File: config.mk
export PLATFORM = sky130hd
export DESIGN_NAME = imm_narrow
export DESIGN_NICKNAME = d
export VERILOG_FILES = /design/src/rtl/imm_defs_pkg.sv /design/src/rtl/imm_fit_check.sv /design/src/rtl/imm_narrow.sv
export SDC_FILE = /design/constraint.sdc
export NUM_CORES = 1
export LEC_CHECK = 0
export ABC_AREA = 1
export CAP_MARGIN = 20
export CELL_PAD_IN_SITES_DETAIL_PLACEMENT = 0
export CELL_PAD_IN_SITES_GLOBAL_PLACEMENT = 1
export CORE_MARGIN = 3
export CORE_UTILIZATION = 34
export CTS_BUF_LIST = sky130_fd_sc_hd__clkbuf_4 sky130_fd_sc_hd__clkbuf_8 sky130_fd_sc_hd__clkbuf_16
export DETAILED_ROUTE_END_ITERATION = 7
export GPL_ROUTABILITY_DRIVEN = 0
export PLACE_DENSITY_LB_ADDON = 0.12
export SLEW_MARGIN = 20
export SYNTH_ARGS = -nofsm -noshare
export SYNTH_HDL_FRONTEND = slang
export SYNTH_SLANG_ARGS = --single-unit
File: constraint.sdc
create_clock -name clk -period 1.5 [get_ports clk]
set_input_delay 0.375 -clock clk [delete_from_list [all_inputs] [get_ports clk]]
set_output_delay 0.375 -clock clk [all_outputs]
set_load 0.05 [all_outputs]
File: src/rtl/imm_defs_pkg.sv
// Shared width codes, select codes and field widths for the immediate narrowing path.
// The optional saturating behaviour (IMM_NARROW_SAT_EN) is applied through sat_field().
package imm_defs;

  localparam logic [1:0] W4       = 2'b00;
  localparam logic [1:0] W9       = 2'b01;
  localparam logic [1:0] W12      = 2'b10;
  localparam logic [1:0] SEL_AUTO = 2'b11;

  localparam int unsigned FW4  = 4;
  localparam int unsigned FW9  = 9;
  localparam int unsigned FW12 = 12;

  typedef enum logic [1:0] {
    SEL_W4  = 2'b00,
    SEL_W9  = 2'b01,
    SEL_W12 = 2'b10,
    SEL_AU  = 2'b11
  } sel_e;

  typedef struct packed {
    logic        fit;
    logic [11:0] field;
  } fit_res_t;

  // Saturated N-bit field: max positive for a non-negative value, most negative otherwise.
  function automatic logic [11:0] sat_field(input logic neg, input logic [1:0] wcode);
    logic [11:0] f;
    f = '0;
    case (wcode)
      W4:      f = neg ? 12'h008 : 12'h007;
      W9:      f = neg ? 12'h100 : 12'h0FF;
      default: f = neg ? 12'h800 : 12'h7FF;
    endcase
    return f;
  endfunction

endpackage

File: src/rtl/imm_fit_check.sv
// Combinational check of whether a 16-bit value sign-extends from the chosen field width,
// plus the right-aligned field. Build option: IMM_NARROW_SAT_EN saturates non-fitting fields.
module imm_fit_check
  import imm_defs::*;
(
  input  logic [15:0] i_value,
  input  logic [1:0]  i_width,
  output logic        o_fit,
  output logic [11:0] o_field
);

  logic        w_fit;
  logic [11:0] w_trunc;

  // A value fits width N when bits [15:N-1] are all copies of the sign bit.
  always_comb begin
    w_fit   = 1'b0;
    w_trunc = '0;
    case (i_width)
      W4: begin
        w_fit   = (i_value[15:3] == '0) || (i_value[15:3] == '1);
        w_trunc = {8'b0, i_value[3:0]};
      end
      W9: begin
        w_fit   = (i_value[15:8] == '0) || (i_value[15:8] == '1);
        w_trunc = {3'b0, i_value[8:0]};
      end
      W12: begin
        w_fit   = (i_value[15:11] == '0) || (i_value[15:11] == '1);
        w_trunc = i_value[11:0];
      end
      default: begin
        w_fit   = 1'b0;
        w_trunc = '0;
      end
    endcase
  end

  assign o_fit = w_fit;

`ifdef IMM_NARROW_SAT_EN
  assign o_field = w_fit ? w_trunc : sat_field(i_value[15], i_width);
`else
  assign o_field = w_trunc;
`endif

endmodule

File: src/rtl/imm_narrow.sv
// Two-stage valid/ready pipeline narrowing a 16-bit value to a 4/9/12-bit immediate,
// with a saturating count of delivered non-fitting beats. Build option: IMM_NARROW_SAT_EN.
module imm_narrow
  import imm_defs::*;
#(
  parameter int ERR_CNT_W = 8
) (
  input  logic                 clk,
  input  logic                 rst,
  input  logic                 in_valid,
  output logic                 in_ready,
  input  logic [15:0]          in_data,
  input  logic [1:0]           in_sel,
  output logic                 out_valid,
  input  logic                 out_ready,
  output logic [11:0]          out_field,
  output logic [1:0]           out_width,
  output logic                 out_fit,
  output logic [ERR_CNT_W-1:0] err_cnt
);

  // Handshake: a beat moves across a port on any rising edge where valid && ready.
  // Producers hold valid and data until that edge; ready never depends on in_valid.

  logic                 r_s1_valid;
  logic [15:0]          r_s1_data;
  logic [1:0]           r_s1_sel;

  logic                 r_out_valid;
  logic [11:0]          r_out_field;
  logic [1:0]           r_out_width;
  logic                 r_out_fit;
  logic [ERR_CNT_W-1:0] r_err_cnt;

  logic                 w_s2_open;
  logic                 w_s1_adv;
  logic                 w_in_xfer;
  logic                 w_out_xfer;

  fit_res_t             w_r4, w_r9, w_r12;
  logic                 w_fit;
  logic [11:0]          w_field;
  logic [1:0]           w_width;

  assign w_s2_open  = !r_out_valid || out_ready;
  assign w_s1_adv   = r_s1_valid && w_s2_open;
  assign in_ready   = !r_s1_valid || w_s1_adv;
  assign w_in_xfer  = in_valid && in_ready;
  assign w_out_xfer = r_out_valid && out_ready;

  imm_fit_check u_fit4 (
    .i_value (r_s1_data),
    .i_width (W4),
    .o_fit   (w_r4.fit),
    .o_field (w_r4.field)
  );

  imm_fit_check u_fit9 (
    .i_value (r_s1_data),
    .i_width (W9),
    .o_fit   (w_r9.fit),
    .o_field (w_r9.field)
  );

  imm_fit_check u_fit12 (
    .i_value (r_s1_data),
    .i_width (W12),
    .o_fit   (w_r12.fit),
    .o_field (w_r12.field)
  );

  // Auto picks the narrowest fitting width; with no fit it falls back to 12 bits, fit=0.
  always_comb begin
    w_fit   = w_r12.fit;
    w_field = w_r12.field;
    w_width = W12;
    case (r_s1_sel)
      W4: begin
        w_fit   = w_r4.fit;
        w_field = w_r4.field;
        w_width = W4;
      end
      W9: begin
        w_fit   = w_r9.fit;
        w_field = w_r9.field;
        w_width = W9;
      end
      W12: begin
        w_fit   = w_r12.fit;
        w_field = w_r12.field;
        w_width = W12;
      end
      default: begin
        if (w_r4.fit) begin
          w_fit   = 1'b1;
          w_field = w_r4.field;
          w_width = W4;
        end else if (w_r9.fit) begin
          w_fit   = 1'b1;
          w_field = w_r9.field;
          w_width = W9;
        end else begin
          w_fit   = w_r12.fit;
          w_field = w_r12.field;
          w_width = W12;
        end
      end
    endcase
  end

  always_ff @(posedge clk) begin
    if (rst) begin
      r_s1_valid <= 1'b0;
      r_s1_data  <= '0;
      r_s1_sel   <= '0;
    end else begin
      if (w_in_xfer) begin
        r_s1_valid <= 1'b1;
        r_s1_data  <= in_data;
        r_s1_sel   <= in_sel;
      end else if (w_s1_adv) begin
        r_s1_valid <= 1'b0;
      end
    end
  end

  always_ff @(posedge clk) begin
    if (rst) begin
      r_out_valid <= 1'b0;
      r_out_field <= '0;
      r_out_width <= '0;
      r_out_fit   <= 1'b0;
    end else if (w_s2_open) begin
      r_out_valid <= r_s1_valid;
      if (r_s1_valid) begin
        r_out_field <= w_field;
        r_out_width <= w_width;
        r_out_fit   <= w_fit;
      end
    end
  end

  always_ff @(posedge clk) begin
    if (rst) begin
      r_err_cnt <= '0;
    end else if (w_out_xfer && !r_out_fit && (r_err_cnt != '1)) begin
      r_err_cnt <= r_err_cnt + 1'b1;
    end
  end

  assign out_valid = r_out_valid;
  assign out_field = r_out_field;
  assign out_width = r_out_width;
  assign out_fit   = r_out_fit;
  assign err_cnt   = r_err_cnt;

endmodule
## After elaboration in Yosys (flattened, before gate mapping)

Index checks and enable logic that the tools add are counted.

- Flip-flop bits (word level): 43
- Logic and storage cells: 45

- Add/sub/neg operators: 1
- Equality and inequality tests: 6
- Muxes and demuxes: 11
- Reductions and logical operators: 19

Operators with widths:

| kind | number |
|---|---|
| 12-bit one-hot mux with 3 select lines | 1 |
| 12-bit two-way mux | 2 |
| 13-bit == test, second input constant | 1 |
| 13-bit logical NOT | 1 |
| 8-bit by 1-bit adder with 8-bit output, second input constant | 1 |
| 8-bit == test, second input constant | 1 |
| 8-bit logical NOT | 1 |
| 8-bit inequality test, second input constant | 1 |
| 2-bit one-hot mux with 3 select lines | 1 |
| 5-bit == test, second input constant | 1 |
| 1-bit logical AND | 5 |
| 5-bit logical NOT | 1 |
| 1-bit logical OR | 5 |
| 1-bit two-way mux | 4 |
| 2-bit two-way mux | 2 |
| 1-bit logical NOT | 3 |
| 1-bit one-hot mux with 3 select lines | 1 |
| 2-bit by 1-bit == test with 1-bit output, second input constant | 1 |
| 2-bit == test, second input constant | 1 |
| 2-bit logical NOT | 1 |
| 2-bit AND reduction | 1 |
| 2-bit nonzero test | 1 |

## Longest topological paths before layout

- Depth in word-level cells: 6
- Gate-level depth with buffers: 10
- Gate-level depth less buffers: 10

## Hierarchy

A second synthesis with hierarchy kept.

- Cells, all modules: 526
- Area, all modules: 2895.3 um2

By module, submodules not included:

| module | times used | cells each | area an instance (um2) | sequential area each (um2) |
|---|---|---|---|---|
| imm_narrow | 1 | 319 | 2039.5 | 860.8 |
| imm_fit_check | 3 | 69 | 285.3 | 0.0 |

## Worst setup path before layout

OpenSTA, ideal clock, no wires.

- Path type: reg2reg
- Start point: reg r_out_valid, in the netlist out_valid
- End point: reg r_s1_data[8]
- Library setup time: 0.116 ns
- Arrival: 1.877 ns
- Required time: 1.384 ns
- Path slack: -0.492 ns
- Cell stages (with the launch flop): 7
- Path through: dfxtp_1 > nand3_1 > nand2_1 > inv_2 > buf_4 > nor2_1 > nor2_1

- Longest elaborated chain between the ends: 5

RTL lines:

| item | line | RTL |
|---|---|---|
| start: declaration | imm_narrow.sv:29 | `logic r_out_valid;` |
| start signal: assignment | imm_narrow.sv:134 | `r_out_valid <= r_s1_valid;` |
| 1-bit logical NOT | imm_narrow.sv:45 | `assign w_s2_open = !r_out_valid \|\| out_ready;` |
| 1-bit logical OR | imm_narrow.sv:45 |  |
| 1-bit logical AND | imm_narrow.sv:46 | `assign w_s1_adv = r_s1_valid && w_s2_open;` |
| 1-bit logical OR | imm_narrow.sv:47 | `assign in_ready = !r_s1_valid \|\| w_s1_adv;` |
| named net in_ready | imm_narrow.sv:11 | `output logic in_ready,` |
| 1-bit logical AND | imm_narrow.sv:48 | `assign w_in_xfer = in_valid && in_ready;` |
| end signal: assignment | imm_narrow.sv:119 | `r_s1_data <= in_data;` |
| end: declaration | imm_narrow.sv:26 | `logic [15:0] r_s1_data;` |

The timed path passes the listed nets, and every way through them passes these cells.
A chain may end at the register's enable or synchronous reset.

## Worst setup path in the final report

- Start point: reg r_out_valid, in the netlist out_valid
- End point: out in_ready

- Longest elaborated chain between the ends: 4

RTL lines:

| item | line |
|---|---|
| 1-bit logical NOT | imm_narrow.sv:45 |
| 1-bit logical OR | imm_narrow.sv:45 |
| 1-bit logical AND | imm_narrow.sv:46 |
| 1-bit logical OR | imm_narrow.sv:47 |
| end: declaration | imm_narrow.sv:11 |

Every way passes these cells.

==> reports/metrics.yaml <==
outcome:
  status: "finished clean"
critical_path:
  worstPathArrival_ns: 1.06
  slowest_delay_ns: 0.40
  endpoint_kind: "output pin"
  start_kind: "flop"
  crit_chain: "nand3_4, buf_4, buf_12"
  crit_slowest_cell: "dfxtp_2"
  worstReg2RegStart: "err_cnt[0]$_SDFFE_PP0P_"
  crit_fanout: 4
  critPathKind: "flop to output pin"
  cp-startpoint: "out_valid$_SDFFE_PP0P_"
  worstPathRequired_ns: 1.12
synthesis:
  syn_inst: 261
  synthesis.area_um2: 1860
  ys_types: 29
  synth_flop_cell: "dfxtp_1"
  yosysSeqAreaShare_pct: 46.2
  synthArstFlopShare_pct: 0
  synth-edff-count: 0
  synth-seq-cells: 43
  yosysWarningCount: 0
  syn_nets: 284
  synth.avg_cell_area_um2: 7.14
detailed_routing:
  routed_wl_um: 4320
  first_pass_iters: 7
  wl_per_cell_um: 11.1
  vias_per_cell: 4.57
  drc: 0
  drt_iter0_drc: 27
  ant_nets: 0
  vias: 1773
clock_tree:
  clock_sinks: 43
  cts_tree: "done"
  clk_pin_slew_worst_paths_ns: 0.08
  cts_root_buf: "clkbuf_8"
  cts-htree-levels: 2
  clockBufferDepth: 2
  cts_buffers: 5
  cts_hold_buffers: 0
  worstSkewPairLatency_ns: 0.29
layout:
  layout_common_cells: "61 x nor2_1, 39 x nand2_1, 36 x dfxtp_1"
  final_common_cell: "nor2_1"
  area_growth_syn_to_layout_pct: 54.4
  drive_gt1_share_pct: 22.0
  final_cells: 388
  final_nets: 340
  antenna_cells: 0
timing:
  finalHoldViolCount: 0
  slew_headroom_pct: 82.3
  maxClockFrequency_mhz: 695
  fin_crit_ns: 1.44
  period_share_pct: 95.9
  rsz0062_at_grt: "false"
  timing.final.ws_setup_ns: 0.0621
  setup-violations-final: 0
  tns_ns: 0
  slew_violations: 0
  skew_ns: 0.00352
  worstMarginPinSlew_ns: 0.266
placement:
  dp_slack_ns: -0.222
  dp_hpwl_um: 3280
  io_buffer_count: 46
  dp.cells: 379
global_routing:
  grt_usage_pct: 15.1
  grt_pass1_vias: 1694
  grt_max_degree: 31
  grt_pass1_wl_um: 7640
  overflow: 0
  antenna_found_initial: 0
power:
  swShare_pct: 25.5
  vdd_drop_max_mv: 0.499
  report.power.total_uw: 2800
  combPwrFrac_pct: 16.3
  power.density_nw_per_um2: 974
  p_sw_uw: 715
  power.share.clock_pct: 38.4
  p_leak_uw: 0.00121
  seqPwrFrac_pct: 45.3
  p_int_uw: 2090
floorplanning:
  io_pins: 47
  start_util_pct: 35.8
  die_area_um2: 6410
  core_area_um2: 5200
  dieHeight_um: 80.1
  fp-row-count: 26
  die_w_um: 80.1
worst_hold_path:
  hold_start: "r_s1_data[0]$_SDFFE_PP0P_"
  hold_path.class: "flop to flop"
run:
  drv_cap: 0
power groups by stage:
stage                     clock network [uW]  registers, uW  logic [uW]
after floorplan                            0           1350         169
after global placement                     0           1300         457
after detailed placement                   0           1300         460
after CTS                               1110           1270         462
after global routing                    1150           1280         504
final                                   1080           1270         457
cell families (layout without fill, tap and decap cells):
kind of cell | count (synthesis) | count (layout) | share of synthesized area, %
buffers and inverters | 35 | 92 | 7.65
xor gates and xnor gates | 1 | 1 | 0.470
and+or+nand+nor | 128 | 128 | 29.5
adders and majority gates | 1 | 1 | 0.671
AOI/OAI and AO/OA | 53 | 53 | 15.5
DFF | 43 | 43 | 46.2
critical path, delay by kind of cell (launching register included):
family                 cells  cell delay (ns)
and+or+nand+nor            1             0.08
DFF                        1             0.40
buffers and inverters      2             0.29
Yosys cell counts (all sizes together), types with 2 or more instances:
| cell type | count | area [um2] |
|---|---|---|
| nand3 | 13 | 70.1 |
| nand2 | 42 | 170 |
| dfxtp | 43 | 861 |
| o211ai | 3 | 22.5 |
| o21ai | 30 | 154 |
| clkbuf | 4 | 15.0 |
| nand4 | 5 | 37.5 |
| nor3 | 4 | 25.0 |
| buf | 5 | 27.5 |
| nor2 | 62 | 235 |
| and3 | 2 | 12.5 |
| a21oi | 18 | 97.6 |
| inv | 26 | 100 |
what timing repair did:
action                     in CTS  in global routing
setup endpoints to repair       1                  0
setup buffers                   1                  0
gates resized for setup         2                  0
area by class of cell:
class | instances | area, um2
Clock buffer | 5 | 68.8
Clock inverter | 3 | 67.6
Fill cell | 498 | 2330
Inverter | 26 | 100
Multi-Input combinational cell | 183 | 873
Sequential cell | 43 | 870
Tap cell | 70 | 87.6
Timing Repair Buffer | 58 | 812
flip-flops by register name, indices dropped and copies added, names as in the netlist:
name and cells:
out_valid 1, out_fit 1, out_width 2, r_s1_data 16, out_field 12, err_cnt 8
r_s1_valid 1, r_s1_sel 2
through the flow:
| step | instance area (um2) | util (%) | hold slack, ns |
|---|---|---|---|
| floorplan | 1890 | - | 0.450 |
| global placement | 2740 | 52.6 | 0.458 |
| detailed placement | 2740 | 52.6 | 0.469 |
| CTS | 2880 | 55.3 | 0.489 |
| global route | 2880 | 55.3 | 0.504 |
| finish | 2880 | 55.3 | 0.487 |
metal layers:
metal,GRT usage (%),up-vias,share of wire (%)
li1,-,955,-
met1,17.8,781,46
met2,26.2,32,48
met3,3.92,5,4.4
met4,5.57,0,1.7
met5,0,-,0
path summary, 6_finish.rpt:
path                                                  end  slack (ns)  cells past startpoint
worst max-delay path                             in_ready        0.06                      3
worst min-delay path            r_s1_data[0]$_SDFFE_PP0P_        0.49                      2
worst max register to register    err_cnt[6]$_SDFFE_PP0P_        0.21                      6
worst min register to register  r_s1_data[0]$_SDFFE_PP0P_        0.49                      2
(Power assumes the default switching activity.)
